==> src/rtl/date_sequencer.sv <==
// Calendar-walk controller: validates a start date against the days-in-month
// table and then emits a run of consecutive dates, one per output handshake.
// Rolls Dec 31 over to Jan 1 and marks that beat with out_wrap.
module date_sequencer #(
  parameter int COUNT_W = 9,
  parameter bit LEAP_EN = 1'b0
) (
  input  logic               clk,
  input  logic               rst,
  input  logic               in_valid,
  output logic               in_ready,
  input  logic [3:0]         in_month,
  input  logic [4:0]         in_day,
  input  logic [COUNT_W-1:0] in_count,
  output logic               out_valid,
  input  logic               out_ready,
  output logic [3:0]         out_month,
  output logic [4:0]         out_day,
  output logic               out_last,
  output logic               out_wrap,
  output logic               err
);

  typedef enum logic [0:0] {
    IDLE = 1'b0,
    RUN  = 1'b1
  } state_t;

  localparam logic [COUNT_W-1:0] CNT_ZERO = {COUNT_W{1'b0}};
  localparam logic [COUNT_W-1:0] CNT_ONE  = COUNT_W'(1);
  localparam logic [COUNT_W-1:0] CNT_TWO  = COUNT_W'(2);

  state_t             state_r;
  logic [COUNT_W-1:0] rem_r;
  logic               in_ready_r;
  logic               out_valid_r;
  logic [3:0]         out_month_r;
  logic [4:0]         out_day_r;
  logic               out_last_r;
  logic               out_wrap_r;
  logic               err_r;

  logic               cmd_ok_s;
  logic [3:0]         nxt_month_s;
  logic [4:0]         nxt_day_s;
  logic               nxt_wrap_s;

  // Days in a month; out-of-range months fall to 31 but are screened separately.
  function automatic logic [4:0] dim_f(input logic [3:0] m);
    logic [4:0] d;
    case (m)
      4'd2:                     d = LEAP_EN ? 5'd29 : 5'd28;
      4'd4, 4'd6, 4'd9, 4'd11:  d = 5'd30;
      default:                  d = 5'd31;
    endcase
    return d;
  endfunction

  // Screen an incoming command: legal month, legal day for that month, nonzero count.
  always_comb begin
    cmd_ok_s = 1'b0;
    if ((in_month >= 4'd1) && (in_month <= 4'd12) &&
        (in_day != 5'd0) && (in_day <= dim_f(in_month)) &&
        (in_count != CNT_ZERO)) begin
      cmd_ok_s = 1'b1;
    end else begin
      cmd_ok_s = 1'b0;
    end
  end

  // Successor of the date currently on the output, with year-rollover detect.
  always_comb begin
    nxt_month_s = out_month_r;
    nxt_day_s   = out_day_r + 5'd1;
    nxt_wrap_s  = 1'b0;
    if (out_day_r < dim_f(out_month_r)) begin
      nxt_month_s = out_month_r;
      nxt_day_s   = out_day_r + 5'd1;
    end else if (out_month_r < 4'd12) begin
      nxt_month_s = out_month_r + 4'd1;
      nxt_day_s   = 5'd1;
    end else begin
      nxt_month_s = 4'd1;
      nxt_day_s   = 5'd1;
      nxt_wrap_s  = 1'b1;
    end
  end

  // Control FSM with all outputs registered; the output date doubles as the walk cursor.
  always_ff @(posedge clk or posedge rst) begin
    if (rst) begin
      state_r     <= IDLE;
      rem_r       <= CNT_ZERO;
      in_ready_r  <= 1'b1;
      out_valid_r <= 1'b0;
      out_month_r <= 4'd0;
      out_day_r   <= 5'd0;
      out_last_r  <= 1'b0;
      out_wrap_r  <= 1'b0;
      err_r       <= 1'b0;
    end else begin
      case (state_r)
        IDLE: begin
          err_r <= 1'b0;
          if (in_valid) begin
            if (cmd_ok_s) begin
              state_r     <= RUN;
              rem_r       <= in_count;
              in_ready_r  <= 1'b0;
              out_valid_r <= 1'b1;
              out_month_r <= in_month;
              out_day_r   <= in_day;
              out_last_r  <= (in_count == CNT_ONE);
              out_wrap_r  <= 1'b0;
            end else begin
              err_r <= 1'b1;
            end
          end
        end
        RUN: begin
          err_r <= 1'b0;
          if (out_ready) begin
            if (rem_r == CNT_ONE) begin
              // Final beat taken: keep the last date visible, drop the beat flags.
              state_r     <= IDLE;
              in_ready_r  <= 1'b1;
              out_valid_r <= 1'b0;
              out_last_r  <= 1'b0;
              out_wrap_r  <= 1'b0;
            end else begin
              rem_r       <= rem_r - CNT_ONE;
              out_month_r <= nxt_month_s;
              out_day_r   <= nxt_day_s;
              out_last_r  <= (rem_r == CNT_TWO);
              out_wrap_r  <= nxt_wrap_s;
            end
          end
        end
        default: begin
          state_r     <= IDLE;
          in_ready_r  <= 1'b1;
          out_valid_r <= 1'b0;
          out_last_r  <= 1'b0;
          out_wrap_r  <= 1'b0;
          err_r       <= 1'b0;
        end
      endcase
    end
  end

  assign in_ready  = in_ready_r;
  assign out_valid = out_valid_r;
  assign out_month = out_month_r;
  assign out_day   = out_day_r;
  assign out_last  = out_last_r;
  assign out_wrap  = out_wrap_r;
  assign err       = err_r;

endmodule

==> config.mk <==
export PLATFORM = sky130hd
export DESIGN_NAME = date_sequencer
export DESIGN_NICKNAME = d
export VERILOG_FILES = /design/src/rtl/date_sequencer.sv
export SDC_FILE = /design/constraint.sdc
export NUM_CORES = 1
export LEC_CHECK = 0
export BUFFER_PORTS_ARGS = -buffer_cell sky130_fd_sc_hd__buf_2
export CAP_MARGIN = 5
export CORE_ASPECT_RATIO = 1.4
export CORE_MARGIN = 8
export CORE_UTILIZATION = 45
export CTS_CLUSTER_SIZE = 14
export DETAILED_ROUTE_END_ITERATION = 10
export GPL_ROUTABILITY_DRIVEN = 0
export PLACE_DENSITY = 0.72
export SLEW_MARGIN = 20
export SYNTH_ARGS = -nofsm -noshare
export SYNTH_HDL_FRONTEND = slang
export SYNTH_SLANG_ARGS = --single-unit
export TNS_END_PERCENT = 1
==> constraint.sdc <==
create_clock -name clk -period 3.9 [get_ports clk]
set_input_delay 0.39 -clock clk [delete_from_list [all_inputs] [get_ports clk]]
set_output_delay 0.39 -clock clk [all_outputs]
set_load 0.01 [all_outputs]
# ---- Word-level counts from Yosys, hierarchy flattened
# Cells that the tools add are included.
dict set report totals {
  output_inout_bits 14
  mem_bits_ro 0
  word_cells 98
  input_bits 22
  memories 0
  ff_bits 24
  latch_bits 0
  mem_bits_rw 0
}
dict set report classes {
  n_reduce_logical 12
  n_eq_ne 19
  shift 0
  add_sub_neg 3
  div_mod_pow 0
  mux 49
  mul 0
  n_lt_le_gt_ge 5
  bitwise_logic 1
}
# op count
set op_table {}
lappend op_table {{$mux 9} 4}
lappend op_table {{$mux 5} 5}
lappend op_table {{$mux 4} 6}
lappend op_table {{$mux 1} 23}
lappend op_table {{$eq 9x1->1 const B} 2}
lappend op_table {{$pmux 9 s2} 1}
lappend op_table {{$eq 4x3->1 const B} 4}
lappend op_table {{$eq 4x4->1 const B} 4}
lappend op_table {{$pmux 1 s2} 6}
lappend op_table {{$ne 2x2->1 const B} 5}
lappend op_table {{$pmux 5 s2} 1}
lappend op_table {{$eq 9x2->1 const B} 1}
lappend op_table {{$reduce_bool 9->1} 1}
lappend op_table {{$sub 9x1->9 const B} 1}
lappend op_table {{$eq 4x2->1 const B} 2}
lappend op_table {{$pmux 2 s2} 2}
lappend op_table {{$pmux 4 s2} 1}
lappend op_table {{$reduce_and 4->1} 2}
lappend op_table {{$reduce_or 4->1} 2}
lappend op_table {{$add 5x1->5 const B} 1}
lappend op_table {{$le 5x5->1} 1}
lappend op_table {{$lt 5x5->1} 1}
lappend op_table {{$reduce_and 5->1} 1}
lappend op_table {{$reduce_bool 5->1} 1}
lappend op_table {{other kinds (8)} 11}

# ---- Longest topological paths before layout
dict set report depth {
  word_depth 10
  mapped_depth 11
}

# ---- Worst setup path after synthesis
# Ideal clock, no wire load.
dict set report synth_timing {
  path_kind {register -> register}
  start {register out_month_r[0] (netlist: out_month[0])}
  end {register out_month_r[1] (netlist: out_month[1])}
  synth_period_minus_slack_ns 2.278
  arrival_time_ns 2.153
  slack_ns 1.622
  path_stages_with_launch 10
  setup_time_ns 0.125
  path_cell_list {dfrtp_1 -> inv_1 -> ha_1 -> nor3b_1 -> ha_1 -> o2111a_1 -> nand2_1 -> and2_1 -> nor2_2 -> mux2_4}
}
dict set report synth_between {
  elab_chain_cells 6
}
# element line_no
set synth_rtl {}
lappend synth_rtl {{from (decl)} 37} ;# logic [3:0] out_month_r;
lappend synth_rtl {{from (signal assigned)} 111} ;# out_month_r <= in_month;
lappend synth_rtl {{from (signal assigned)} 132} ;# out_month_r <= nxt_month_s;
lappend synth_rtl {{$eq 4x3->1, or another cell as far along} 51} ;# case (m)
lappend synth_rtl {{$reduce_or 4->1 or $mux 4 (tied branches)} {51, 79}}
lappend synth_rtl {{$pmux 2 s2 or $mux 4 (tied branches)} {51, 76}}
lappend synth_rtl {{$lt 5x5->1 or $mux 4 (tied branches)} {76, 123}}
lappend synth_rtl {{$ne 2x2->1 (no source line) or $mux 4 (tied branches)} -}
lappend synth_rtl {{$reduce_and 5->1 (no source line) or $pmux 4 s2 (tied branches)} -}
# Parallel ways exist; a longest one is shown, timed or not. The select of a mux whose other input is x is not followed.
# A chain may end at the register's enable or synchronous reset.

# ---- Final worst setup path
dict set report layout_timing {
  start {register out_month_r[0] (netlist: out_month[0])}
  end {register out_month_r[3] (netlist: out_month[3])}
}
# Same word-level chain as after synthesis.

==> flow_summary.toml <==
[yosys]
yosys.area_share.simple = 0.239
yosys_warnings = 0
synth_top_area_cell = "dfrtp_1"
synth_top_family_by_area = "simple AND/OR/NAND/NOR gates"
ys_async_sr_fraction = 1.00
synth_top_area_frac = 0.341
synth_compound_area_frac = 0.223
syn_area_per_cell_um2 = 8.23
synth_seq_cells = 24
yosysUniqueCellTypes = 45
synthMuxAreaShare = 0.0504
synth_nets = 238
ys_top_cells_by_area = "dfrtp_1, ha_1, a21oi_1"
seq_area_frac_synth = 0.357
synth_fa_ha_area_frac = 0.0816
synth.cell_area_um2 = 1690
synth_top_flop_cell = "dfrtp_1"
synth_enable_flop_cells = 0
synth_xor_area_frac = 0
syn_inst = 205

[sta]
timing.final.crit_share = 0.639
slew_headroom = 0.406
finalMaxSlewViolations = 0
finalSetupViolCount = 0
skew_ns = 0.00202
hold_violations = 0
finalSetupTns_ns = 0
tightestPinTransition_ns = 0.885
fin_ws_ns = 1.41
max_freq_mhz = 401
rsz0062_at_grt = "false"
fin_crit_ns = 2.49

[clock_tree]
tritoncts = "built"
clock_path_buffers = 2
root_buffer = "clkbuf_8"
path_clk_slew_ns = 0.09
postCtsSetupRepairBufs = 0
holdBufCountCts = 0
h-tree-depth = 1
cts_resized = 0
numCtsBuffers = 3
insertion_delay_ns = 0.27
clock-sinks = 24

[global_routing]
grt_max_degree = 42
grt_pass1_vias = 1555
grt.total_usage = 0.150
grt_pass1_wl_um = 7110
antenna_found_initial = 0
grt-ovfl-total = 0

[die]
ioPinCount = 36
start_util = 0.467
dieArea_um2 = 5990
fp.dieW_um = 67.7
std_cell_rows = 26
core_um2 = 3610
fp.dieH_um = 88.4

[setup_path]
required_ns = 4.06
r2r_start = "out_month[0]$_DFFE_PP0P_"
reg2regPathDepth = 9
critPathMaxFanout = 7
reg2reg_slack_ns = 1.41
regToRegEndpoint = "out_month[3]$_DFFE_PP0P_"
cp-end-kind = "register"
crit_type = "reg2reg"
start_kind = "register"
cp.arrival_ns = 2.65

[power]
peakVddDrop_v = 0.000346
p_leak_nw = 0.951
powerDensity_nw_per_um2 = 664
p_clk_frac = 0.135
power.internal_w = 0.000721
p_comb_frac = 0.481
power.switching_w = 0.000573
p_sw_frac = 0.443
pwr-share-seq = 0.384

[detailed_routing]
drc = 0
wl_per_cell_um = 15.3
vias_per_cell = 5.83
drt_pass1_iterations = 4
wirelength_um = 4280
vias = 1633
antenna_left = 0
first_iter_violations = 111

[final_layout]
syn2layout_area_growth_pct = 15.7
layout.nets = 272
diodes = 0
final_layout_size_suffix_gt1_frac = 0.210
num-fill-cells = 342

[placed_design]
io_buffers = 35
dpl.hpwl_um = 3230
place_worst_setup_slack_ns = 1.28

[hold_path]
min_path_type = "in2async"

[job]
drv_cap = 0

[status]
status = "finished, final reports clean"
[critical path, stage by stage (launching register included)]
cell      delay (ns)
dfrtp_1         0.45
inv_1           0.11
ha_1            0.22
nor3b_1         0.14
ha_1            0.29
o2111a_1        0.20
nand2_1         0.15
and2_1          0.25
nor2_2          0.25
mux2_4          0.33
[cell families (layout without fill, tap and decap cells)]
logic type	count (synthesis)	in the layout
flops	24	24
buf+inv	21	54
simple gates	81	81
compound gates	61	61
mux	7	7
fa+ha+maj	11	11
[final cells by class]
class	count	area [um^2]	share of cell area
sequential	24	602	0.309
multi-input combinational	160	1000	0.514
tap	42	52.6	0.0269
timing repair buffer	37	190	0.0975
inverter	13	48.8	0.0250
clock buffer	4	55.1	0.0282
[routing by layer]
metal  routed length, um  track usage  vias up  part of all wire
li1                    -            -      816                 -
met1                1770        0.181      777              0.41
met2                2220        0.252       36              0.52
met3                 243       0.0317        4             0.057
met4                  55       0.0553        0             0.013
met5                   0            0        -                 0
[sequential cells by signal, summed over array words and instances, names as in the netlist]
register	count
in_ready	1
out_day	5
out_wrap	1
out_valid	1
rem_r	9
out_month	4
out_last	1
err	1
state_r	1
[cell usage after synthesis (2+ instances only)]
cell type  count
or4_1          2
nand3_1        9
mux2i_1        4
ha_1          11
and3_1         2
mux2_4         3
inv_1         13
a211oi_1       2
o31ai_1        2
a31oi_1        4
nor2b_1        3
a21oi_1       21
nor2_1        20
clkbuf_1       6
nor4_1         5
nand2b_1       3
o21ai_0       12
nand2_1       24
or3_1          3
o22ai_1        9
dfrtp_1       23
[stage by stage]
stage | std cells | cell area [um^2] | hold slack (ns) | util | total power, W
after floorplan | 205 | 1690 | 0.404 | - | 0.000937
after global placement | 276 | 1900 | 0.506 | 0.525 | 0.00112
after detailed placement | 276 | 1900 | 0.498 | 0.525 | 0.00113
after CTS | 280 | 1950 | 0.360 | 0.540 | 0.00130
after global routing | 280 | 1950 | 0.259 | 0.540 | 0.00142
final | 280 | 1950 | 0.185 | 0.540 | 0.00129
[power groups by stage]
stage                     Combinational (W)  Clock, W  Sequential (W)
after detailed placement           0.000627         0        0.000498
after CTS                          0.000627  0.000177        0.000494
after global placement             0.000619         0        0.000498
final                              0.000623  0.000175        0.000496
after global routing               0.000709  0.000187        0.000519
after floorplan                    0.000460         0        0.000477
[layout by cell type (no fill, tap or decap), types with 2 or more instances in the layout]
master,n
a211oi_1,2
a21oi_1,21
a31oi_1,4
and3_1,2
buf_2,35
buf_4,2
clkbuf_8,4
dfrtp_1,23
ha_1,11
inv_1,12
mux2_4,3
mux2i_1,4
nand2_1,24
nand2b_1,3
nand3_1,9
nor2_1,20
nor2b_1,3
nor4_1,5
o21ai_0,12
o22ai_1,9
o31ai_1,2
or3_1,3
or4_1,2
[worst max-delay path by stage]
stage	startpoint	to	slack, ns	cells after the start
6_report	out_month[0]$_DFFE_PP0P_	out_month[3]$_DFFE_PP0P_	1.41	9
4_1_cts	out_month[0]$_DFFE_PP0P_	out_month[3]$_DFFE_PP0P_	1.41	9
2_1_floorplan	out_month[0]$_DFFE_PP0P_	out_month[1]$_DFFE_PP0P_	1.62	9
3_3_place_gp	in_month[1]	out_month[1]$_DFFE_PP0P_	1.37	10
3_5_place_dp	in_month[1]	out_month[3]$_DFFE_PP0P_	1.28	10
5_1_grt	out_month[0]$_DFFE_PP0P_	out_month[2]$_DFFE_PP0P_	1.29	9
No activity file was read; power rests on OpenSTA's default activity.
